$ cat src/rtl/clk_mon_pkg.sv
// Shared types and constants for the clock duty-cycle monitor.
package clk_mon_pkg;

    typedef enum logic [1:0] {
        StIdle,
        StMeasHigh,
        StMeasLow
    } mon_state_e;

    // Quotient bits produced by the divider; duty <= 100 fits in 7 bits.
    localparam int unsigned DIV_ITER  = 7;
    localparam int unsigned PCT_SCALE = 100;

    // True when |duty - exp_pct| exceeds tol.
    function automatic logic duty_out_of_tol(input logic [6:0] duty,
                                             input int unsigned exp_pct,
                                             input int unsigned tol);
        int unsigned d;
        int unsigned diff;
        d    = {25'd0, duty};
        diff = (d > exp_pct) ? (d - exp_pct) : (exp_pct - d);
        return diff > tol;
    endfunction

endpackage

$ cat src/rtl/clk_mon_div.sv
// Restoring divider for the duty-cycle monitor: one quotient bit per cycle,
// DIV_ITER cycles per division. done is a combinational pulse in the last
// iteration cycle with quot valid alongside it.
module clk_mon_div
    import clk_mon_pkg::*;
#(
    parameter int unsigned CNT_W = 16
) (
    input  logic                clk,
    input  logic                rst,
    input  logic                start,
    input  logic [CNT_W+6:0]    num,
    input  logic [CNT_W:0]      den,
    output logic                busy,
    output logic                done,
    output logic [DIV_ITER-1:0] quot
);

    logic [CNT_W+6:0]    rem_q;
    logic [CNT_W+6:0]    dsh_q;
    logic [DIV_ITER-1:0] q_q;
    logic [2:0]          iter_q;
    logic                busy_q;
    logic                ge;

    // Divisor starts shifted to the top quotient bit and walks right.
    assign ge   = (rem_q >= dsh_q);
    assign quot = {q_q[DIV_ITER-2:0], ge};
    assign done = busy_q && (iter_q == 3'(DIV_ITER - 1));
    assign busy = busy_q;

    // Load on start, then one restoring step per cycle until done.
    always_ff @(posedge clk) begin
        if (rst) begin
            rem_q  <= '0;
            dsh_q  <= '0;
            q_q    <= '0;
            iter_q <= '0;
            busy_q <= 1'b0;
        end else if (start && !busy_q) begin
            rem_q  <= num;
            dsh_q  <= {den, {(DIV_ITER - 1){1'b0}}};
            q_q    <= '0;
            iter_q <= '0;
            busy_q <= 1'b1;
        end else if (busy_q) begin
            if (ge) begin
                rem_q <= rem_q - dsh_q;
            end
            dsh_q  <= dsh_q >> 1;
            q_q    <= quot;
            iter_q <= iter_q + 3'd1;
            if (done) begin
                busy_q <= 1'b0;
            end
        end
    end

endmodule

$ cat src/rtl/clk_duty_monitor.sv
// Clock duty-cycle monitor: synchronizes a clock under test, measures high/low
// time in sampling-clock cycles, reports period and integer duty percent, and
// flags out-of-tolerance duty and stuck clocks.
// Optional build macro CLK_MON_MINMAX_EN adds period_min/period_max tracking.
module clk_duty_monitor
    import clk_mon_pkg::*;
#(
    parameter int unsigned CNT_W    = 16,
    parameter int unsigned TIMEOUT  = 1000,
    parameter int unsigned DUTY_EXP = 50,
    parameter int unsigned DUTY_TOL = 2
) (
    input  logic             clk,
    input  logic             rst,
    input  logic             en,
    input  logic             sig_in,
    output logic             meas_valid,
    output logic [CNT_W-1:0] high_cnt,
    output logic [CNT_W-1:0] low_cnt,
    output logic [CNT_W:0]   period_cnt,
    output logic [6:0]       duty_pct,
    output logic             duty_err,
    output logic             stuck,
    output logic             stuck_lvl,
    output logic             overrun
`ifdef CLK_MON_MINMAX_EN
    ,
    output logic [CNT_W:0]   period_min,
    output logic [CNT_W:0]   period_max
`endif
);

    localparam int unsigned NUM_W = CNT_W + 7;

    logic             sync1_q, s_q, s_d_q;
    logic             rise, fall;
    mon_state_e       state_q, state_d;
    logic [CNT_W-1:0] hcnt_q, hcnt_d;
    logic [CNT_W-1:0] lcnt_q, lcnt_d;
    logic             close, timeout, accept, drop;
    logic [CNT_W-1:0] hand_h_q, hand_l_q;
    logic             start_q;
    logic [NUM_W-1:0] div_num;
    logic [CNT_W:0]   div_den;
    logic             div_busy, div_done;
    logic [6:0]       div_quot;

    logic             meas_valid_q, duty_err_q, stuck_q, stuck_lvl_q, overrun_q;
    logic [CNT_W-1:0] high_q, low_q;
    logic [CNT_W:0]   period_q;
    logic [6:0]       duty_q;

    assign rise = s_q & ~s_d_q;
    assign fall = ~s_q & s_d_q;

    // Two-flop synchronizer plus one delay stage for edge detection.
    always_ff @(posedge clk) begin
        if (rst) begin
            sync1_q <= 1'b0;
            s_q     <= 1'b0;
            s_d_q   <= 1'b0;
        end else begin
            sync1_q <= sig_in;
            s_q     <= sync1_q;
            s_d_q   <= s_q;
        end
    end

    // Measurement FSM state and counters.
    always_ff @(posedge clk) begin
        if (rst) begin
            state_q <= StIdle;
            hcnt_q  <= '0;
            lcnt_q  <= '0;
        end else begin
            state_q <= state_d;
            hcnt_q  <= hcnt_d;
            lcnt_q  <= lcnt_d;
        end
    end

    // Next state: edges win over timeout; en low forces IDLE.
    always_comb begin
        state_d = state_q;
        hcnt_d  = hcnt_q;
        lcnt_d  = lcnt_q;
        close   = 1'b0;
        timeout = 1'b0;
        if (!en) begin
            state_d = StIdle;
        end else begin
            case (state_q)
                StIdle: begin
                    if (rise) begin
                        state_d = StMeasHigh;
                        hcnt_d  = CNT_W'(1);
                    end
                end
                StMeasHigh: begin
                    if (fall) begin
                        state_d = StMeasLow;
                        lcnt_d  = CNT_W'(1);
                    end else if (hcnt_q == CNT_W'(TIMEOUT)) begin
                        timeout = 1'b1;
                        state_d = StIdle;
                    end else begin
                        hcnt_d = hcnt_q + CNT_W'(1);
                    end
                end
                StMeasLow: begin
                    if (rise) begin
                        close   = 1'b1;
                        state_d = StMeasHigh;
                        hcnt_d  = CNT_W'(1);
                    end else if (lcnt_q == CNT_W'(TIMEOUT)) begin
                        timeout = 1'b1;
                        state_d = StIdle;
                    end else begin
                        lcnt_d = lcnt_q + CNT_W'(1);
                    end
                end
                default: state_d = StIdle;
            endcase
        end
    end

    // A period closing while a division is pending or running is dropped.
    assign accept = close & ~(start_q | div_busy);
    assign drop   = close & (start_q | div_busy);

    // Capture the closed period and kick the divider one cycle later.
    always_ff @(posedge clk) begin
        if (rst) begin
            start_q  <= 1'b0;
            hand_h_q <= '0;
            hand_l_q <= '0;
        end else begin
            start_q <= accept;
            if (accept) begin
                hand_h_q <= hcnt_q;
                hand_l_q <= lcnt_q;
            end
        end
    end

    assign div_num = NUM_W'(hand_h_q) * NUM_W'(PCT_SCALE);
    assign div_den = {1'b0, hand_h_q} + {1'b0, hand_l_q};

    clk_mon_div #(
        .CNT_W (CNT_W)
    ) u_div (
        .clk   (clk),
        .rst   (rst),
        .start (start_q),
        .num   (div_num),
        .den   (div_den),
        .busy  (div_busy),
        .done  (div_done),
        .quot  (div_quot)
    );

    // Result, stuck and overrun registers; results all change together.
    always_ff @(posedge clk) begin
        if (rst) begin
            meas_valid_q <= 1'b0;
            high_q       <= '0;
            low_q        <= '0;
            period_q     <= '0;
            duty_q       <= '0;
            duty_err_q   <= 1'b0;
            stuck_q      <= 1'b0;
            stuck_lvl_q  <= 1'b0;
            overrun_q    <= 1'b0;
        end else begin
            meas_valid_q <= div_done;
            stuck_q      <= timeout;
            if (div_done) begin
                high_q     <= hand_h_q;
                low_q      <= hand_l_q;
                period_q   <= div_den;
                duty_q     <= div_quot;
                duty_err_q <= duty_out_of_tol(div_quot, DUTY_EXP, DUTY_TOL);
            end
            if (timeout) begin
                stuck_lvl_q <= s_q;
            end
            if (drop) begin
                overrun_q <= 1'b1;
            end
        end
    end

    assign meas_valid = meas_valid_q;
    assign high_cnt   = high_q;
    assign low_cnt    = low_q;
    assign period_cnt = period_q;
    assign duty_pct   = duty_q;
    assign duty_err   = duty_err_q;
    assign stuck      = stuck_q;
    assign stuck_lvl  = stuck_lvl_q;
    assign overrun    = overrun_q;

`ifdef CLK_MON_MINMAX_EN
    logic           en_q;
    logic [CNT_W:0] pmin_q, pmax_q;

    // Min/max of reported periods; cleared on reset and on en rising.
    always_ff @(posedge clk) begin
        if (rst) begin
            en_q   <= 1'b0;
            pmin_q <= '1;
            pmax_q <= '0;
        end else begin
            en_q <= en;
            if (en && !en_q) begin
                pmin_q <= '1;
                pmax_q <= '0;
            end else if (div_done) begin
                if (div_den < pmin_q) begin
                    pmin_q <= div_den;
                end
                if (div_den > pmax_q) begin
                    pmax_q <= div_den;
                end
            end
        end
    end

    assign period_min = pmin_q;
    assign period_max = pmax_q;
`endif

endmodule

$ cat config.mk
export PLATFORM = sky130hd
export DESIGN_NAME = clk_duty_monitor
export DESIGN_NICKNAME = d
export VERILOG_FILES = /design/src/rtl/clk_mon_pkg.sv /design/src/rtl/clk_mon_div.sv /design/src/rtl/clk_duty_monitor.sv
export SDC_FILE = /design/constraint.sdc
export NUM_CORES = 1
export LEC_CHECK = 0
export CAP_MARGIN = 20
export CORE_ASPECT_RATIO = 1.5
export CORE_MARGIN = 3
export CORE_UTILIZATION = 23
export DETAILED_ROUTE_END_ITERATION = 8
export PLACE_DENSITY = 0.36
export SYNTH_ARGS = -nofsm -noshare
export SYNTH_HDL_FRONTEND = slang
export SYNTH_SLANG_ARGS = --single-unit
$ cat constraint.sdc
create_clock -name clk -period 7 [get_ports clk]
set_input_delay 1.4 -clock clk [delete_from_list [all_inputs] [get_ports clk]]
set_output_delay 1.4 -clock clk [all_outputs]
set_load 0.02 [all_outputs]
**Word-level counts from Yosys, hierarchy flattened**

Index checks and enable logic that the tools add are counted.

- Bits in registers: 187
- Latch bits: 0
- Memory bits (writable): 0
- Memory bits (read-only): 0
- Input bits: 4
- Output and inout port bits: 61
- Word-level logic and storage cells: 107
- Memories: 0

- Add/sub/neg operators: 7
- Multiply operators: 1
- Div/mod/pow operators: 0
- Order comparisons: 3
- Equality and inequality tests: 14
- Shifts and indexed selects: 0
- Mux-type cells: 32
- Bitwise gates (word level): 9
- Reductions and logical operators: 16

Operators with widths:

| kind | number |
|---|---|
| 23-bit two-way mux | 5 |
| 16-bit two-way mux | 6 |
| 16-bit case mux with 2 select lines | 2 |
| 16-bit by 1-bit adder with 16-bit output (second input constant) | 2 |
| 16-bit by 10-bit equality test with 1-bit output (second input constant) | 2 |
| 32-bit by 2-bit > comparator with 1-bit output (second input constant) | 1 |
| 32-bit two-way mux | 1 |
| 23-bit >= comparator | 1 |
| 23-bit subtractor | 1 |
| 16-bit by 5-bit multiplier with 21-bit output (second input constant) | 1 |
| 16-bit by 16-bit adder with 17-bit output | 1 |
| 2-bit inequality test (second input constant) | 6 |
| 1-bit two-way mux | 11 |
| 2-bit two-way mux | 5 |
| 5-bit AND reduction | 2 |
| 2-bit nonzero test | 4 |
| 6-bit by 7-bit subtractor with 8-bit output (first input constant) | 1 |
| 7-bit by 6-bit subtractor with 8-bit output (second input constant) | 1 |
| 7-bit by 6-bit > comparator with 1-bit output (second input constant) | 1 |
| 3-bit inequality test (second input constant) | 2 |
| 2-bit case mux with 3 select lines | 1 |
| 2-bit OR reduction | 3 |
| 1-bit bitwise AND | 4 |
| 1-bit NOT | 4 |
| 12 further kinds | 14 |

**Depth between registers and ports, before layout**

Gate-level depths: netlist of the first run.

- Depth in word-level cells: 6
- Depth in mapped cells: 17
- Depth with buffers taken out: 16

**Cells and area by module**

Synthesis of the first run repeated with hierarchy kept, for this count alone.

- Cells, all modules: 1416
- Area total of the unflattened synthesis: 11707.5 um^2

By module, submodules not included:

| module | instances | cells an instance | area each (um^2) | sequential area each (um^2) |
|---|---|---|---|---|
| clk_duty_monitor | 1 | 934 | 7881.3 | 2622.5 |
| clk_mon_div | 1 | 482 | 3826.2 | 1121.1 |

**Least setup slack after synthesis of the first run**

No wires, ideal clock.

- Kind: register to register
- From: register hand_h_q[3]
- To: register u_div.rem_q[21]
- Setup time: 0.132 ns
- Data arrival time: 3.255 ns
- Slack: 3.613 ns
- Cell stages (with the launch flop): 15
- Period minus slack after synthesis: 3.387 ns
- Cells stage by stage: dfxtp_1 -> ha_1 -> ha_1 -> inv_1 -> fa_1 -> inv_1 -> ha_1 -> a21oi_1 -> nor2b_1 -> a31o_2 -> o21a_1 -> a2111oi_0 -> o21ai_0 -> a211oi_1 -> a21oi_1

- Longest elaborated chain between the ends: 2

Ends and longest elaborated chain:

| item | RTL line | RTL |
|---|---|---|
| start: declaration | clk_duty_monitor.sv:41 | `logic [CNT_W-1:0] hand_h_q, hand_l_q;` |
| start signal: assignment | clk_duty_monitor.sv:140 | `hand_h_q <= hcnt_q;` |
| 16-bit by 5-bit multiplier with 21-bit output | clk_duty_monitor.sv:146 | `assign div_num = NUM_W'(hand_h_q) * NUM_W'(PCT_SCALE);` |
| 23-bit two-way mux | clk_mon_div.sv:40 | `end else if (start && !busy_q) begin` |
| end signal: assignment | clk_mon_div.sv:41 | `rem_q <= num;` |
| end signal: assignment | clk_mon_div.sv:48 | `rem_q <= rem_q - dsh_q;` |
| end: declaration | clk_mon_div.sv:19 | `logic [CNT_W+6:0] rem_q;` |

No other way between the ends.
A chain may end at the register's enable or synchronous reset.

**Final worst setup path of the first run**

- From: register hand_h_q[2]
- To: register u_div.rem_q[21]

Same word-level chain as after synthesis.

==> flow_metrics.tcl, run 1 <==
set metrics [dict create \
    r2r_cells 13 \
    dr.first_iter.drc_count 414 \
    crit_buf_inv 2 \
    utilization_pct 27.3 \
    path_clk_slew_ps 80 \
    rows 97 \
    post_cts_resized 0 \
    drtAntennaViolNets 0 \
    placement.io_buffers 64 \
    drv_cap 0 \
    synth_edf_count 0 \
    initial_core_util_pct 23.3 \
    reg2reg_slack_ps 2930 \
    hp-class "reg2reg" \
    p_leak_uw 0.00484 \
    worst_pin_slew_ps 949 \
    cp.depth 13 \
    cts_setup_buffers 0 \
    cts-htree-levels 4 \
    grt_pass1_wl_um 55300 \
    io_pins 65 \
    synthFlopType "dfxtp_1" \
    crit_top_cell "ha_1" \
    ir_drop_mv 0.156 \
    synth_top_area_share_pct 34.3 \
    multi_input_area_mm2 0.00655 \
    synth.net_count 1484 \
    antenna_found_initial 0 \
    gr-total-overflow 0 \
    die_h_um 273 \
    coreArea_mm2 0.0468 \
    drtPass1Iterations 5 \
    cts_buffers 17 \
    fin_nets 1517 \
    status "finished, final reports clean" \
    drc 0 \
    final_cell_mix "nand2_1 (235), dfxtp_1 (186), a21oi_1 (148)" \
    skew_ps 15.2 \
    clk_latency_ps 470 \
    holdPathStages 1 \
    synthToLayoutAreaGrowth_pct 16.9 \
    crit_path_end_kind "flop" \
    crit_type "reg2reg" \
    drive_gt1_share_pct 4.62 \
    crit_family "compound AO/OA/AOI/OAI gates" \
    dp_hpwl_um 26700 \
    vias 9299 \
    seq_area_mm2 0.00374 \
    place_congestion 0.792 \
    cts.sinks 187 \
    path_cells "ha_1, ha_1, inv_1, fa_1, inv_1, ha_1, nor2b_1, a31o_2, o21a_1, a2111oi_0, o21ai_0, a211oi_1, a21oi_1" \
    setup_viol 0 \
    arrival_ps 4390 \
    layout_commonest_cell "nand2_1" \
    wl_per_cell_um 17.6 \
    drv_slew 0 \
    yosys_warnings 0 \
    die-area_mm2 0.0502 \
    dp_slack_ps 2870 \
    cts_tree "yes" \
    rsz0062_at_grt "false" \
    dieWidth_um 184 \
    netlist_instances 1360 \
    grt.total_usage_pct 14.3 \
    fin_crit_ps 4070 \
    synth-seq-cells 187 \
    synthArstFlopShare_pct 0 \
    clock-root-buffer "clkbuf_16" \
    max_slew_margin_pct 36.7 \
    synth.distinct_cells 71 \
    nFillCells 5143 \
    hold_buffers 0 \
    setup_tns_ps 0 \
    synth_area_leaders "dfxtp_1 (34%), ha_1 (12%), nand2_1 (8.1%)" \
    crit_fanout 6 \
    via_per_inst 4.65 \
    p_per_area_mw_per_mm2 165 \
    cp-start-kind "flop" \
    yosysTopAreaCell "dfxtp_1" \
    setup_ws_ps 2930 \
    crit_path_top_delay_cell "a2111oi_0" \
    grt_max_degree 81 \
    hold_violations 0 \
    min_period_over_period_pct 58.1 \
    wirelength_um 35300 \
    clock.fmax_ghz 0.246 \
    grt_pass1_vias 9541 \
    ys_seq_area_share_pct 34.3 \
    avgSynthCellArea_um2 8.03 \
    crit_required_ps 7320 \
    cts_buffer_depth 2 \
    syn-cell-area_mm2 0.0109 \
    antenna_cells 0 \
    cpPeakStageDelay_ps 610 \
]
## area by class of cell
| cell class | count | area share (%) |
|---|---|---|
| tap | 594 | 5.82 |
| sequential | 187 | 29.3 |
| timing repair buffer | 74 | 5.64 |
| clock buffer | 18 | 3.44 |
| inverter | 108 | 3.19 |
| clock inverter | 14 | 1.32 |
| multi-input combinational | 1005 | 51.3 |
## worst register-to-register path, stage by stage, from the launching register on
cell	delay, ps
dfxtp_1	590
ha_1	320
ha_1	280
inv_1	50
fa_1	490
inv_1	40
ha_1	340
nor2b_1	170
a31o_2	260
o21a_1	250
a2111oi_0	610
o21ai_0	160
a211oi_1	250
a21oi_1	100
## where the power goes
part / internal [uW] / switching (uW)
sequential: 1060 / 1.37
combinational: 6.11 / 26.3
clock: 492 / 514
total: 1560 / 542
## synthesized netlist by cell type (4+ instances only)
master and count:
nand2_1 235, dfxtp_1 187, a21oi_1 148, nor2_1 118, ha_1 107, inv_1 107
clkbuf_1 53, o21ai_0 41, xnor2_1 38, xor2_1 31, a211oi_1 29, nand4_1 19
and3_1 16, mux2i_1 16, fa_1 13, nor3_1 13, a221oi_1 11, nand3_1 11
nand2b_1 10, nor2b_1 10, o211ai_1 10, o21a_1 10, a22oi_1 9, a31oi_1 9
or3_1 9, and2_1 8, a21o_1 7, and4_1 7, a31o_2 4, nor4_1 4
o211a_1 4, o21bai_1 4, o31ai_1 4
## kinds of logic after synthesis
group | count (synthesis) | share of synthesized area, %
xor gates and xnor gates | 69 | 5.53
and+or+nand+nor | 475 | 19.3
adders and majority gates | 121 | 14.7
DFF | 187 | 34.3
muxes | 16 | 1.47
AOI/OAI and AO/OA | 324 | 18.7
buffers and inverters | 168 | 5.90
## sequential cells by signal, indices dropped and copies added, names as in the netlist
register,count
u_div.rem_q,23
u_div.dsh_q,23
meas_valid,1
duty_pct,7
stuck_lvl,1
start_q,1
s_d_q,1
hand_l_q,16
hcnt_q,16
period_cnt,17
state_q,2
overrun,1
u_div.busy,1
high_cnt,16
lcnt_q,16
sync1_q,1
s_q,1
hand_h_q,16
stuck,1
u_div.iter_q,3
low_cnt,16
duty_err,1
u_div.q_q,6
## routing by layer
layer	vias up	part of all wire (%)	track usage [%]	wire length, um
met2	90	55	27.4	19300
met1	4431	41	15.9	14500
met4	0	2.0	4.64	703
met5	-	0	0	0
li1	4745	-	-	-
met3	33	2.2	2.22	783
## path summary, 6_finish.rpt
kind | from | end
worst min register to register | sync1_q | s_q
worst min-delay path | sync1_q | s_q
worst max-delay path | hand_h_q[2] | u_div.rem_q[21]
worst max register to register | hand_h_q[2] | u_div.rem_q[21]
## metrics by stage
stage                     std cells  instance area (um^2)  power (uW)  hold slack, ps
after global placement         1967                 12100        1120             421
after global routing           2000                 12800        2190             469
after floorplan                1360                 10900        1110             414
after detailed placement       1968                 12200        1120             429
final                          2000                 12800        2100             441
after CTS                      2000                 12800        2150             450
Note: power is estimated with default switching activity, not from simulation.
==> inputs of run 2 (changes only) <==
Settings changed: PLACE_DENSITY 0.36 to 0.37.
Clock period 7 ns to 3.44 ns, I/O delays scaled along.
==> flow_metrics.tcl, run 2 (synthesis gave the netlist of run 1 again) <==
set metrics [dict create \
    vias 9598 \
    drc 0 \
    skew_ps 12.6 \
    p_per_area_mw_per_mm2 310 \
    max_slew_margin_pct 48.9 \
    grt.total_usage_pct 14.2 \
    nFillCells 5066 \
    drv_slew 0 \
    worst_pin_slew_ps 764 \
    stdcell_count 2072 \
    synthToLayoutAreaGrowth_pct 25.6 \
    p_leak_uw 0.00518 \
    place_area_mm2 0.0127 \
    dp.cells 2037 \
    dieWidth_um 184 \
    wl_per_cell_um 17.1 \
    crit_path_end_kind "flop" \
    seq_area_mm2 0.00376 \
    reg2reg_slack_ps 140 \
    path_clk_slew_ps 80 \
    drtPass1Iterations 5 \
    worstReg2RegEnd "u_div.rem_q[21]" \
    startpoint "hand_h_q[4]" \
    rows 97 \
    finalInstanceArea_mm2 0.0137 \
    place_congestion 0.845 \
    top_layer_used "met4" \
    hold_buffers 0 \
    rsz0062_at_grt "true" \
    holdWs_ps 445 \
    clock.fmax_ghz 0.303 \
    r2r_cells 15 \
    multi_input_area_mm2 0.00693 \
    setup_tns_ps 0 \
    met2_wirelength_um 19300 \
    crit_type "reg2reg" \
    cts_tree "yes" \
    dr_wl_met3_um 679 \
    die-area_mm2 0.0502 \
    cts-htree-levels 4 \
    initial_core_util_pct 23.3 \
    antenna_cells 0 \
    cts_buffers 17 \
    dp_hpwl_um 27000 \
    min_period_over_period_pct 96.0 \
    wl_met1_um 14500 \
    hold_violations 0 \
    antenna_found_initial 0 \
    die_h_um 273 \
    crit_required_ps 3750 \
    gr-total-overflow 0 \
    setup_viol 0 \
    coreArea_mm2 0.0468 \
    grt_max_degree 66 \
    via_per_inst 4.63 \
    drive_gt1_share_pct 13.4 \
    arrival_ps 3620 \
    holdPathStages 1 \
    min_to "s_q" \
    final_cell_mix "nand2_1 (234), dfxtp_1 (177), a21oi_1 (141)" \
    cts_buffer_depth 2 \
    regToRegStartpoint "hand_h_q[4]" \
    clk_latency_ps 450 \
    dr.first_iter.drc_count 464 \
    cp-start-kind "flop" \
    ir_drop_mv 0.300 \
    crit_fanout 4 \
    io_pins 65 \
    fin_nets 1589 \
    grt_pass1_vias 9731 \
    power_uw 4250 \
    clock-root-buffer "clkbuf_16" \
    drtAntennaViolNets 0 \
    fin_crit_ps 3300 \
    status "finished, final reports clean" \
    layout_commonest_cell "nand2_1" \
    drv_cap 0 \
    wirelength_um 35300 \
    hp-class "reg2reg" \
    placement.io_buffers 64 \
    hp-start "sync1_q" \
    grt_pass1_wl_um 55300 \
    cts.sinks 187 \
]
run 2: metal layers:
layer / track usage (%) / up-vias
met4: 4.72 / 0
li1: - / 4881
met1: 16.0 / 4558
met5: 0 / -
met2: 27.1 / 125
met3: 1.80 / 34
run 2: layout make-up:
type | instances | area share, %
sequential | 187 | 27.5
clock inverter | 14 | 1.09
timing repair buffer | 146 | 9.29
tap | 594 | 5.42
clock buffer | 18 | 3.20
inverter | 108 | 2.98
multi-input combinational | 1005 | 50.6
run 2: how the worst max path moves through the flow:
stage,cells past startpoint,end
5_1_grt,16,duty_err
3_3_place_gp,14,u_div.rem_q[21]
3_5_place_dp,14,u_div.rem_q[21]
2_1_floorplan,14,u_div.rem_q[21]
4_1_cts,14,u_div.rem_q[17]
6_report,15,u_div.rem_q[21]
run 2: where the power goes:
group	switching, uW	leakage [uW]	total, uW	internal (uW)
registers	2.72	0.00151	2160	2160
clock network	1030	0.000283	2020	991
logic	53.7	0.00338	68.3	14.7
total	1090	0.00518	4250	3170
run 2: timing repair:
action | in CTS | in global routing
resized for setup | 9 | 70
pin swaps | 1 | 24
setup endpoints to repair | 3 | 9
setup buffers | 0 | 3
run 2: critical path, stage by stage (launching register included):
cell and delay [ps]:
dfxtp_4 370, ha_4 250, ha_4 250, inv_1 40
fa_1 490, inv_2 50, ha_4 240, a21oi_2 130
nor2b_1 60, a31o_4 210, o21a_4 230, a2111oi_4 320
buf_4 160, o21ai_1 50, a211oi_1 230, a21oi_1 80
run 2: per-stage QoR:
step	util [%]	worst slack [ps]
after global placement	27.1	-81.2
final	29.3	138
after global routing	29.3	-22.6
after CTS	28.4	-8.92
after floorplan	-	52.5
after detailed placement	27.1	-77.8
==> inputs of run 3 (changes only) <==
Settings changed: ABC_AREA from default to 1.
==> flow_metrics.tcl, run 3 <==
set metrics [dict create \
    cts_tree "yes" \
    synth.most_common_cell "nand2_1" \
    drc 0 \
    synth_edf_count 0 \
    regToRegStartpoint "hand_h_q[5]" \
    synth.distinct_cells 50 \
    initial_core_util_pct 23.5 \
    io_pins 65 \
    grt_max_degree 57 \
    rsz0062_at_grt "false" \
    antenna_cells 0 \
    grt_pass1_wl_um 60800 \
    clock-root-buffer "clkbuf_16" \
    place_area_mm2 0.0130 \
    p_per_area_mw_per_mm2 327 \
    worst_pin_slew_ps 1040 \
    power_uw 4470 \
    skew_ps 17.8 \
    synthFlopType "dfxtp_1" \
    synthTopCellsByCount "nand2_1 (263), inv_1 (217), dfxtp_1 (187)" \
    dp_hpwl_um 31300 \
    ys_seq_area_share_pct 32.5 \
    dr.first_iter.drc_count 481 \
    netlist_instances 1607 \
    clk_latency_ps 460 \
    vias 10500 \
    die_h_um 280 \
    cts.sinks 187 \
    nFillCells 5553 \
    placement.io_buffers 64 \
    crit_type "reg2reg" \
    path_clk_slew_ps 80 \
    hold_buffers 0 \
    synthToLayoutAreaGrowth_pct 18.5 \
    hp-start "sync1_q" \
    synth-seq-cells 187 \
    drv_slew 0 \
    status "finished, final reports clean" \
    p_leak_uw 0.00589 \
    cts_buffers 17 \
    antenna_found_initial 0 \
    multi_input_area_mm2 0.00671 \
    grt_pass1_vias 10600 \
    synth_top_area_share_pct 32.5 \
    crit_fanout 6 \
    crit_required_ps 3780 \
    setup_viol 0 \
    layout_commonest_cell "nand2_1" \
    wirelength_um 38900 \
    fin_nets 1791 \
    seq_area_mm2 0.00375 \
    synth.net_count 1731 \
    grt.total_usage_pct 14.8 \
    wl_per_cell_um 16.7 \
    finalInstanceArea_mm2 0.0137 \
    startpoint "hand_h_q[5]" \
    max_slew_margin_pct 30.7 \
    place_congestion 0.856 \
    hp-class "reg2reg" \
    drv_cap 0 \
    yosysTopAreaCell "dfxtp_1" \
    hold_violations 0 \
    die-area_mm2 0.0529 \
    cts-htree-levels 4 \
    yosys_warnings 0 \
    via_per_inst 4.48 \
    coreArea_mm2 0.0491 \
    dieWidth_um 189 \
    gr-total-overflow 0 \
    clock.fmax_ghz 0.317 \
    drtPass1Iterations 5 \
    fin_crit_ps 3160 \
    cp-start-kind "flop" \
    ir_drop_mv 0.287 \
    drtAntennaViolNets 0 \
    setup_tns_ps 0 \
    arrival_ps 3500 \
    syn-cell-area_mm2 0.0115 \
    cts_buffer_depth 2 \
    synthArstFlopShare_pct 0 \
    rows 99 \
    synth_area_leaders "dfxtp_1 (32%), ha_1 (12%), nand2_1 (8.6%)" \
    crit_path_end_kind "flop" \
    min_period_over_period_pct 91.8 \
    drive_gt1_share_pct 7.86 \
    avgSynthCellArea_um2 7.18 \
    final_cell_mix "nand2_1 (261), inv_1 (216), dfxtp_1 (182)" \
]
==> run 3: changes by cell type in the layout (fill, tap and decap cells not counted), sizes merged, moves of 27 or more <==
cell / delta
buf: -49
inv: +113
nand2: +43
nand3: +112
nor3: +27
o21ai: +96
==> run 3: worst paths after layout <==
path	endpoint	slack [ps]	cells after the start
hold reg to reg	s_q	410	2
hold / removal	s_q	410	2
setup reg to reg	u_div.rem_q[20]	280	17
setup / recovery	u_div.rem_q[20]	280	17
==> run 3: where the power goes <==
group | leakage, uW | internal (uW) | switching (uW)
sequential | 0.00151 | 2170 | 8.76
combinational | 0.00408 | 38.3 | 108
clock | 0.000304 | 1140 | 1000
==> run 3: cells by family after synthesis <==
| logic type | Yosys count | share of synthesized area (%) |
|---|---|---|
| simple gates | 615 | 23.8 |
| buf+inv | 280 | 9.91 |
| compound gates | 367 | 17.1 |
| xor+xnor | 38 | 2.89 |
| flops | 187 | 32.5 |
| fa+ha+maj | 120 | 13.9 |
==> run 3: stage by stage <==
step	cells	worst slack [ps]	hold WS [ps]	utilization, %
finish	2336	284	413	27.9
global route	2336	0.591	439	27.9
CTS	2336	53.8	416	27.7
detailed placement	2304	91.1	403	26.4
global placement	2304	101	402	26.4
floorplan	1607	519	388	-
==> run 3: worst max-delay path, stage by stage, from the launching register on <==
cell and delay (ps):
dfxtp_2 360, ha_1 300, ha_1 280, inv_1 50, fa_1 500, inv_1 40
ha_1 360, a21oi_1 110, o21ai_0 300, nand2_1 90, nand3_1 150, nand3_1 90
nand2_1 80, a21oi_1 60, o21ai_0 90, nand3_1 90, nand2_1 70, inv_1 30
==> run 3: metal layers <==
layer	vias to the layer above	track usage, %	part of all wire (%)
met4	0	4.87	2.4
met2	82	29.8	56
li1	5449	-	-
met5	-	0	0
met3	31	1.57	1.3
met1	4908	15.7	40
==> run 3: layout make-up <==
cell class | instances | share of cell area (%)
clock inverter | 13 | 1.27
sequential | 187 | 27.4
clock buffer | 19 | 3.32
tap | 656 | 6.01
multi-input combinational | 1140 | 49.1
timing repair buffer | 97 | 6.65
inverter | 224 | 6.17
==> run 3: repair_timing <==
action / 4_1_cts / 5_1_grt
gates resized for setup: 0 / 23
hold endpoints to repair: 0 / 0
setup endpoints to repair: 0 / 7
buffers inserted: 0 / 0
